$ cat config.mk
export PLATFORM = sky130hd
export DESIGN_NAME = grf_wb_arbiter_flat
export DESIGN_NICKNAME = d
export VERILOG_FILES = /design/src/rtl/grf_wb_arbiter_if.sv /design/src/rtl/grf_wb_arbiter.sv /design/src/flat_wrapper.sv
export SDC_FILE = /design/constraint.sdc
export NUM_CORES = 1
export LEC_CHECK = 0
export ABC_AREA = 1
export BUFFER_PORTS_ARGS = -buffer_cell sky130_fd_sc_hd__buf_2
export CAP_MARGIN = 10
export CORE_UTILIZATION = 60
export DETAILED_ROUTE_END_ITERATION = 7
export PLACE_DENSITY = 0.83
export SLEW_MARGIN = 20
export SYNTH_ARGS = -nofsm -noshare
export SYNTH_HDL_FRONTEND = slang
export SYNTH_SLANG_ARGS = --single-unit
$ cat constraint.sdc
create_clock -name clk -period 8.2 [get_ports clk]
set_clock_uncertainty 0.2 [all_clocks]
set_input_delay 0 -clock clk [delete_from_list [all_inputs] [get_ports clk]]
set_output_delay 0 -clock clk [all_outputs]
set_load 0.05 [all_outputs]
$ cat src/rtl/grf_wb_arbiter_if.sv
// Bus bundle between the GRF write-back arbiter and its sources: pipeline W port A,
// long-latency port B handshake, the shared GRF write port and the D-stage status signals.
interface grf_wb_arbiter_if;
  logic        a_we;
  logic [4:0]  a_addr;
  logic [31:0] a_data;
  logic [31:0] a_pc;
  logic        b_valid;
  logic        b_ready;
  logic [4:0]  b_addr;
  logic [31:0] b_data;
  logic [31:0] b_pc;
  logic [4:0]  grf_a3;
  logic [31:0] grf_wd;
  logic [31:0] grf_pc;
  logic [31:0] busy;
  logic        stall_req;
  logic        conflict;

  modport master (
    output a_we, a_addr, a_data, a_pc,
    output b_valid, b_addr, b_data, b_pc,
    input  b_ready,
    input  grf_a3, grf_wd, grf_pc,
    input  busy, stall_req, conflict
  );

  modport slave (
    input  a_we, a_addr, a_data, a_pc,
    input  b_valid, b_addr, b_data, b_pc,
    output b_ready,
    output grf_a3, grf_wd, grf_pc,
    output busy, stall_req, conflict
  );
endinterface

$ cat src/rtl/grf_wb_arbiter.sv
// GRF write-port arbiter: pipeline port A wins every slot, port B is queued and drained into idle slots.
// Optional macro GRF_WB_BYPASS_EN lets port B write straight through when the queue is empty and the slot idle.
module grf_wb_arbiter #(
  parameter int DEPTH        = 4,
  parameter int STARVE_LIMIT = 8
) (
  input  logic             clk,
  input  logic             reset,
  grf_wb_arbiter_if.slave  bus
);
  localparam int PW = (DEPTH > 1) ? $clog2(DEPTH) : 1;
  localparam int OW = $clog2(DEPTH + 1);
  localparam int SW = 8;

  function automatic logic [SW-1:0] sat_inc(input logic [SW-1:0] v);
    return (v == '1) ? v : SW'(v + 1'b1);
  endfunction

  logic [4:0]    q_addr [DEPTH];
  logic [31:0]   q_data [DEPTH];
  logic [31:0]   q_pc   [DEPTH];
  logic [PW-1:0] wr_ptr, rd_ptr;
  logic [OW-1:0] occ;
  logic [OW-1:0] cnt [32];
  logic [SW-1:0] starve;
  logic [SW-1:0] starve_nxt;
  logic          stall_q, conflict_q;

  logic          empty, full, a_act, pop, accept, push, byp;
  logic [31:0]   inc_vec, dec_vec, busy_w;

  // Slot decision: A owns the slot when active, otherwise the queue head drains.
  assign empty  = (occ == '0);
  assign full   = (occ == OW'(DEPTH));
  assign a_act  = bus.a_we && (bus.a_addr != 5'd0);
  assign pop    = !a_act && !empty;
  // Readiness comes from registered occupancy only, so a full queue refuses even while draining.
  assign accept = bus.b_valid && !full;
`ifdef GRF_WB_BYPASS_EN
  assign byp    = empty && !a_act && bus.b_valid && (bus.b_addr != 5'd0);
`else
  assign byp    = 1'b0;
`endif
  assign push   = accept && (bus.b_addr != 5'd0) && !byp;

  assign bus.b_ready = reset && !full;

  always_comb begin
    bus.grf_a3 = '0;
    bus.grf_wd = '0;
    bus.grf_pc = '0;
    if (reset) begin
      if (a_act) begin
        bus.grf_a3 = bus.a_addr;
        bus.grf_wd = bus.a_data;
        bus.grf_pc = bus.a_pc;
      end else if (!empty) begin
        bus.grf_a3 = q_addr[rd_ptr];
        bus.grf_wd = q_data[rd_ptr];
        bus.grf_pc = q_pc[rd_ptr];
      end else if (byp) begin
        bus.grf_a3 = bus.b_addr;
        bus.grf_wd = bus.b_data;
        bus.grf_pc = bus.b_pc;
      end
    end
  end

  // Queue storage: payload registers carry no reset; validity lives in the pointers.
  always_ff @(posedge clk) begin
    if (push) begin
      q_addr[wr_ptr] <= bus.b_addr;
      q_data[wr_ptr] <= bus.b_data;
      q_pc[wr_ptr]   <= bus.b_pc;
    end
  end

  always_ff @(posedge clk or negedge reset) begin
    if (!reset) begin
      wr_ptr <= '0;
      rd_ptr <= '0;
      occ    <= '0;
    end else begin
      if (push) wr_ptr <= PW'(wr_ptr + 1'b1);
      if (pop)  rd_ptr <= PW'(rd_ptr + 1'b1);
      occ <= OW'(occ + OW'(push) - OW'(pop));
    end
  end

  // Per-register pending counts; a push and pop of the same register cancel.
  assign inc_vec = push ? (32'd1 << bus.b_addr) : 32'd0;
  assign dec_vec = pop  ? (32'd1 << q_addr[rd_ptr]) : 32'd0;

  always_ff @(posedge clk or negedge reset) begin
    if (!reset) begin
      for (int r = 0; r < 32; r++) cnt[r] <= '0;
    end else begin
      for (int r = 0; r < 32; r++) begin
        if (inc_vec[r] && !dec_vec[r])      cnt[r] <= OW'(cnt[r] + 1'b1);
        else if (dec_vec[r] && !inc_vec[r]) cnt[r] <= OW'(cnt[r] - 1'b1);
      end
    end
  end

  always_comb begin
    busy_w = '0;
    for (int r = 1; r < 32; r++) busy_w[r] = (cnt[r] != '0);
  end

  assign bus.busy = busy_w;

  // Starvation watchdog and sticky hazard flag.
  assign starve_nxt = sat_inc(starve);

  always_ff @(posedge clk or negedge reset) begin
    if (!reset) begin
      starve     <= '0;
      stall_q    <= 1'b0;
      conflict_q <= 1'b0;
    end else begin
      if (pop || empty) starve <= '0;
      else              starve <= starve_nxt;
      if (pop)                                             stall_q <= 1'b0;
      else if (!empty && starve_nxt == SW'(STARVE_LIMIT))  stall_q <= 1'b1;
      if (a_act && busy_w[bus.a_addr]) conflict_q <= 1'b1;
    end
  end

  assign bus.stall_req = stall_q;
  assign bus.conflict  = conflict_q;
endmodule
$ cat src/flat_wrapper.sv
// flat-port wrapper written by rule: the top's interface ports become plain ports
module grf_wb_arbiter_flat 
#(
  parameter int DEPTH        = 4,
  parameter int STARVE_LIMIT = 8
)
  (clk, reset, bus_a_we, bus_a_addr, bus_a_data, bus_a_pc, bus_b_valid, bus_b_addr, bus_b_data, bus_b_pc, bus_b_ready, bus_grf_a3, bus_grf_wd, bus_grf_pc, bus_busy, bus_stall_req, bus_conflict);
  grf_wb_arbiter_if bus_i ();
  input  logic clk;
  input  logic reset;
  input wire logic [$bits(bus_i.a_we)-1:0] bus_a_we;
  input wire logic [$bits(bus_i.a_addr)-1:0] bus_a_addr;
  input wire logic [$bits(bus_i.a_data)-1:0] bus_a_data;
  input wire logic [$bits(bus_i.a_pc)-1:0] bus_a_pc;
  input wire logic [$bits(bus_i.b_valid)-1:0] bus_b_valid;
  input wire logic [$bits(bus_i.b_addr)-1:0] bus_b_addr;
  input wire logic [$bits(bus_i.b_data)-1:0] bus_b_data;
  input wire logic [$bits(bus_i.b_pc)-1:0] bus_b_pc;
  output wire logic [$bits(bus_i.b_ready)-1:0] bus_b_ready;
  output wire logic [$bits(bus_i.grf_a3)-1:0] bus_grf_a3;
  output wire logic [$bits(bus_i.grf_wd)-1:0] bus_grf_wd;
  output wire logic [$bits(bus_i.grf_pc)-1:0] bus_grf_pc;
  output wire logic [$bits(bus_i.busy)-1:0] bus_busy;
  output wire logic [$bits(bus_i.stall_req)-1:0] bus_stall_req;
  output wire logic [$bits(bus_i.conflict)-1:0] bus_conflict;
  assign bus_i.a_we = bus_a_we;
  assign bus_i.a_addr = bus_a_addr;
  assign bus_i.a_data = bus_a_data;
  assign bus_i.a_pc = bus_a_pc;
  assign bus_i.b_valid = bus_b_valid;
  assign bus_i.b_addr = bus_b_addr;
  assign bus_i.b_data = bus_b_data;
  assign bus_i.b_pc = bus_b_pc;
  assign bus_b_ready = bus_i.b_ready;
  assign bus_grf_a3 = bus_i.grf_a3;
  assign bus_grf_wd = bus_i.grf_wd;
  assign bus_grf_pc = bus_i.grf_pc;
  assign bus_busy = bus_i.busy;
  assign bus_stall_req = bus_i.stall_req;
  assign bus_conflict = bus_i.conflict;
  grf_wb_arbiter #(.DEPTH(DEPTH), .STARVE_LIMIT(STARVE_LIMIT)) u_core (.clk(clk), .reset(reset), .bus(bus_i));
endmodule
== After elaboration in Yosys (flattened, before gate mapping) ==
Memory sizes are Yosys's and may differ from the RTL's.
Index checks and enable logic that the tools add are counted.

* Register bits after elaboration: 110
* Memory bits (writable): 276
* Input port bits: 142
* Output and inout port bits: 104
* Word-level logic and storage cells: 395
* Memories kept: 3

{| class="wikitable"
|+ Memory list
! memory !! depth !! bits a word !! rd ports !! clocked after memory_dff !! write ports !! RTL line !! RTL
|-
| u_core.q_data || 4 || 32 || 1 || 0 || 1 || grf_wb_arbiter.sv:20 || <nowiki>logic [31:0] q_data [DEPTH];</nowiki>
|-
| u_core.q_pc || 4 || 32 || 1 || 0 || 1 || grf_wb_arbiter.sv:21 || <nowiki>logic [31:0] q_pc [DEPTH];</nowiki>
|-
| u_core.q_addr || 4 || 5 || 1 || 0 || 1 || grf_wb_arbiter.sv:19 || <nowiki>logic [4:0] q_addr [DEPTH];</nowiki>
|}

* $add $sub $neg: 67
* $lt $le $gt $ge: 1
* Equal/unequal tests: 3
* Shifts and indexed selects: 2
* Mux-type cells: 81
* Reductions and logical operators: 201

{| class="wikitable"
|+ Operator list
! operator !! number
|-
| 32-bit two-way mux || 8
|-
| 3-bit two-way mux || 62
|-
| 3-bit by 1-bit adder with 3-bit output, second input constant || 31
|-
| 3-bit nonzero test || 31
|-
| 3-bit by 1-bit subtractor with 3-bit output, second input constant || 31
|-
| 1-bit logical AND || 69
|-
| 1-bit zero test || 65
|-
| 2-bit nonzero test || 32
|-
| 1-bit by 5-bit left shift with 32-bit output, first input constant || 2
|-
| 8-bit two-way mux || 2
|-
| 5-bit two-way mux || 3
|-
| 5-bit nonzero test || 2
|-
| 8-bit by 1-bit adder with 8-bit output, second input constant || 1
|-
| 8-bit by 4-bit == test with 1-bit output, second input constant || 1
|-
| 8-bit == test, second input constant || 1
|-
| 5-bit by 6-bit less-than comparator with 1-bit output, second input constant || 1
|-
| 1-bit binary-select mux with 5-bit select || 1
|-
| 1-bit two-way mux || 5
|-
| 2-bit by 1-bit adder with 2-bit output, second input constant || 2
|-
| 3-bit by 1-bit adder with 3-bit output || 1
|-
| 3-bit == test, second input constant || 1
|-
| 3-bit zero test || 1
|-
| 3-bit by 1-bit subtractor with 3-bit output || 1
|-
| 1-bit logical OR || 1
|}

== Longest topological paths before layout ==
* Depth in word-level cells: 9
* Gate-level depth with buffers: 18

== Worst setup path before layout ==
Ideal clock, no wire load.

* Path kind: register to register
* Start point: register u_core.occ[1]
* End point: memory u_core.q_addr[0][0], enable pin
* Data arrival time: 3,716 ps
* Required time: 7,503 ps
* Setup slack: 3,788 ps
* Cell stages (with the launch flop): 7
* Buffers on the path: 0
* Clock period less this slack: 4,412 ps
* Cell sequence: dfrtp_1 > inv_2 > nand2_1 > o21ai_1 > nor2_4 > inv_2 > nor2_1

* Word-level cells in the longest chain between the ends: 6

{| class="wikitable"
|+ RTL lines
! element !! RTL line !! RTL
|-
| start: declaration || grf_wb_arbiter.sv:23 || <nowiki>logic [OW-1:0] occ;</nowiki>
|-
| start signal: assignment || grf_wb_arbiter.sv:86 || <nowiki>occ <= OW'(occ + OW'(push) - OW'(pop));</nowiki>
|-
| 3-bit == test || grf_wb_arbiter.sv:34 || <nowiki>assign full = (occ == OW'(DEPTH));</nowiki>
|-
| 1-bit zero test || grf_wb_arbiter.sv:38 || <nowiki>assign accept = bus.b_valid && !full;</nowiki>
|-
| 1-bit logical AND || grf_wb_arbiter.sv:38 ||
|-
| 1-bit logical AND || grf_wb_arbiter.sv:44 || <nowiki>assign push = accept && (bus.b_addr != 5'd0) && !byp;</nowiki>
|-
| via u_core.push || grf_wb_arbiter.sv:29 || <nowiki>logic empty, full, a_act, pop, accept, push, byp;</nowiki>
|-
| 1-bit two-way mux || grf_wb_arbiter.sv:71 || <nowiki>if (push) begin</nowiki>
|-
| 1-bit two-way mux (not written as such) || grf_wb_arbiter.sv:72 || <nowiki>q_addr[wr_ptr] <= bus.b_addr;</nowiki>
|-
| end: declaration || grf_wb_arbiter.sv:19 ||
|}

The timed path passes the listed nets, and every way through them passes these cells.

== Final worst setup path ==
* Start point: register u_core.rd_ptr[1]
* End point: register u_core.cnt[25] (netlist name)

* Word-level cells in the longest chain between the ends: 6

{| class="wikitable"
|+ RTL lines
! element !! RTL line !! RTL
|-
| start: declaration || grf_wb_arbiter.sv:22 || <nowiki>logic [PW-1:0] wr_ptr, rd_ptr;</nowiki>
|-
| start signal: assignment || grf_wb_arbiter.sv:85 || <nowiki>if (pop) rd_ptr <= PW'(rd_ptr + 1'b1);</nowiki>
|-
| memory 4 x 5 bit (*) || -- ||
|-
| 1-bit by 5-bit left shift with 32-bit output (*) || grf_wb_arbiter.sv:92 || <nowiki>assign dec_vec = pop ? (32'd1 << q_addr[rd_ptr]) : 32'd0;</nowiki>
|-
| 32-bit two-way mux (*) || grf_wb_arbiter.sv:92 ||
|-
| 1-bit zero test || grf_wb_arbiter.sv:99 || <nowiki>if (inc_vec[r] && !dec_vec[r]) cnt[r] <= OW'(cnt[r] + 1'b1);</nowiki>
|-
| 1-bit logical AND || grf_wb_arbiter.sv:99 ||
|-
| 3-bit two-way mux / 2-bit nonzero test (equally long branches) || -- ||
|-
| end signal: indexed assignment || grf_wb_arbiter.sv:99 ||
|-
| end signal: indexed assignment || grf_wb_arbiter.sv:100 || <nowiki>else if (dec_vec[r] && !inc_vec[r]) cnt[r] <= OW'(cnt[r] - 1'b1);</nowiki>
|-
| end: declaration || grf_wb_arbiter.sv:24 || <nowiki>logic [OW-1:0] cnt [32];</nowiki>
|}

Every way passes the cells marked *; elsewhere a longest branch is shown, timed or not.
A chain may end at the register's enable or synchronous reset.

==> impl_metrics.py <==
metrics = {
    "sta": {
        "period_needed_ns": 4.12,
        "setup_viol": 0,
        "tns_ns": 0,
        "worst_slack_ns": 4.08,
        "hold_viol": 4,
        "tightest_slew_ns": 1.09,
        "hold_slack_ns": -0.00492,
        "relSlewSlack_pct": 27.6,
        "maxSlewViolCount": 0,
        "period_share_pct": 50.2,
        "max_freq_mhz": 243,
        "rsz0062_at_grt": "false",
    },
    "synthesis": {
        "avgSynthCellArea_um2": 10.7,
        "synth.yosys.seq_area_share_pct": 60.6,
        "synth_enable_flop_cells": 276,
        "synthArstFlopShare_pct": 28.5,
        "ys_warn_count": 0,
        "postSynthCellCount": 1703,
        "ys_types": 38,
        "synth.cell_area_um2": 18200,
        "synth_flop_cell": "edfxtp_1",
        "ys_ff_latch": 386,
        "synth.net_count": 1914,
    },
    "floorplanning": {
        "die_h_um": 176,
        "rows": 63,
        "io_pins": 246,
        "initial_core_util_pct": 61.3,
        "core_area_um2": 29700,
        "die_x_um": 176,
        "dieArea_um2": 31100,
    },
    "critical_path": {
        "arrival_ns": 4.35,
        "worstSetupStartpointType": "register",
        "worstPathRequired_ns": 8.43,
        "path_max_fanout": 69,
        "critPathKind": "register to register",
        "worst_setup_path_end_kind": "register",
    },
    "global_route": {
        "grt_pass1_wl_um": 70200,
        "grt_max_degree": 106,
        "grt_use_total_pct": 28.9,
        "grt_pass1_vias": 13800,
        "overflow": 0,
        "antenna_found_initial": 1,
    },
    "clock_network": {
        "postCtsResizedCells": 0,
        "cts_buffers": 40,
        "clock_path_buffers": 3,
        "clk_pin_slew_worst_paths_ns": 0.06,
        "root_buffer": "clkbuf_16",
        "cts_tree": "done",
        "h-tree-depth": 2,
        "clock_sinks": 386,
        "clk_latency_ns": 0.55,
    },
    "power": {
        "p_leak_nw": 8.76,
        "vdd_ir_drop_max_v": 0.000294,
        "switchingPower_mw": 3.14,
        "pwr-share-comb_pct": 38.4,
        "swShare_pct": 41.1,
        "pwr-share-clk_pct": 23.0,
        "pwr_density_cell_nw_per_um2": 348,
        "p_seq_share_pct": 38.6,
        "p_int_mw": 4.51,
    },
    "layout": {
        "layout_common_cells": "297 x nand2_1, 276 x edfxtp_1, 254 x nor2_1",
        "drive_gt1_share_pct": 19.1,
        "nets": 2236,
        "syn2layout_area_growth_pct": 20.8,
        "fill_cells": 1889,
        "final_common_cell": "nand2_1",
        "antennaDiodeCount": 0,
    },
    "flow_run": {
        "max-cap-violations": 0,
    },
    "route": {
        "dr.pass1.iters": 5,
        "ant_nets": 0,
        "wire_per_inst_um": 18.3,
        "num_vias": 14000,
        "first_iter_violations": 1301,
        "drc": 0,
        "via_per_inst": 5.72,
        "routed_wl_um": 44700,
    },
    "place": {
        "place_congestion": 0.901,
        "port_buffers": 244,
        "dp_hpwl_um": 26300,
        "pre_cts_ws_ns": 4.12,
    },
    "outcome": {
        "violations": "hold timing",
        "status": "finished with violations",
    },
    "min_path": {
        "hold_path_class": "input pin to register",
    },
}
-- area by class of cell --
class	instances	area [um2]	share of cell area, %
multi-input combinational	1131	6410	29.1
timing repair buffer	357	2340	10.7
inverter	109	418	1.90
tap	390	488	2.22
clock buffer	53	1100	5.00
clock inverter	21	188	0.853
sequential	386	11000	50.2
-- kinds of logic (layout without fill, tap and decap cells) --
family	after synthesis	count (layout)	synth area share, %
and+or+nand+nor	648	648	14.8
DFF	386	386	60.6
AOI/OAI and AO/OA	322	322	9.53
buffers and inverters	186	540	4.34
xor gates and xnor gates	70	70	3.37
adders and majority gates	69	69	6.06
muxes	21	21	1.30
other	1	1	0.0206
-- power groups by stage --
stage                     registers (mW)  clock network [mW]  logic (mW)
after floorplan                     2.92                   0        2.16
after global placement              2.95                   0        2.74
after detailed placement            2.98                   0        2.84
after CTS                           2.95                1.77        2.91
after global routing                3.01                1.85        3.20
final                               2.95                1.76        2.94
-- synth_stat cells, types with 21 or more instances --
| master | n | area, um2 |
|---|---|---|
| nand2_1 | 297 | 1110 |
| nor2_1 | 258 | 968 |
| fa_1 | 32 | 641 |
| inv_1 | 92 | 345 |
| xor2_1 | 23 | 201 |
| o22ai_1 | 64 | 400 |
| ha_1 | 37 | 463 |
| nand3_1 | 47 | 235 |
| o21ai_0 | 142 | 711 |
| a21oi_1 | 98 | 490 |
| xnor2_1 | 47 | 412 |
| buf_2 | 26 | 130 |
| dfrtp_1 | 110 | 2750 |
| clkbuf_1 | 40 | 150 |
| edfxtp_1 | 276 | 8290 |
| mux2_2 | 21 | 236 |
-- stage by stage --
step | utilization (%) | instance area (um2) | cells | power, mW | hold slack, ns
after floorplan | - | 18200 | 1703 | 5.08 | -0.496
after global placement | 66.2 | 19700 | 2272 | 5.69 | -0.0922
after detailed placement | 66.2 | 19700 | 2272 | 5.82 | -0.0976
after CTS | 74.0 | 22000 | 2447 | 7.63 | 0.000130
after global routing | 74.0 | 22000 | 2447 | 8.06 | 0.00288
final | 74.0 | 22000 | 2447 | 7.64 | -0.00492
-- repair_timing --
action	CTS	global route
hold endpoints to repair	340	0
hold buffers	101	0
buffers inserted	0	0
-- state kept, by name, summed over array words and instances (netlist names) --
signal	cells
u_core.bus.stall_req	1
u_core.rd_ptr	2
u_core.starve	8
u_core.q_pc	128
u_core.wr_ptr	2
u_core.bus.conflict	1
u_core.occ	3
u_core.q_data	128
u_core.q_addr	20
u_core.cnt	93
-- per-layer routing --
| metal | GRT usage [%] | routed length (um) | vias to the layer above |
|---|---|---|---|
| met5 | 0 | 13 | - |
| met4 | 11.1 | 1340 | 2 |
| met3 | 4.44 | 3370 | 100 |
| met2 | 49.2 | 22400 | 674 |
| met1 | 37.6 | 17600 | 6760 |
| li1 | - | - | 6452 |
-- critical path: stages (launching register included) --
cell and delay (ns):
dfrtp_2 0.34, buf_4 0.60, inv_2 0.43, buf_4 0.43, a32o_1 0.40, nor2_8 0.18
inv_2 0.08, nor2_4 0.20, nand2_1 0.10, ha_1 0.19, inv_1 0.11, fa_1 0.45
mux2_2 0.27
-- worst paths after layout --
path                                       start                end  slack (ns)  cells after the start
worst max-delay path            u_core.rd_ptr[1]     u_core.cnt[25]        4.08                     12
worst min-delay path                 bus_b_pc[7]  u_core.q_pc[2][7]      -0.005                      2
worst max register to register  u_core.rd_ptr[1]     u_core.cnt[25]        4.08                     12
worst min register to register    u_core.cnt[50]     u_core.cnt[50]        0.27                      1
max in group asynchronous                  reset     u_core.cnt[71]        6.69                      4
min in group asynchronous                  reset     u_core.cnt[52]        0.40                      4
No activity file was read; power rests on OpenSTA's default activity.
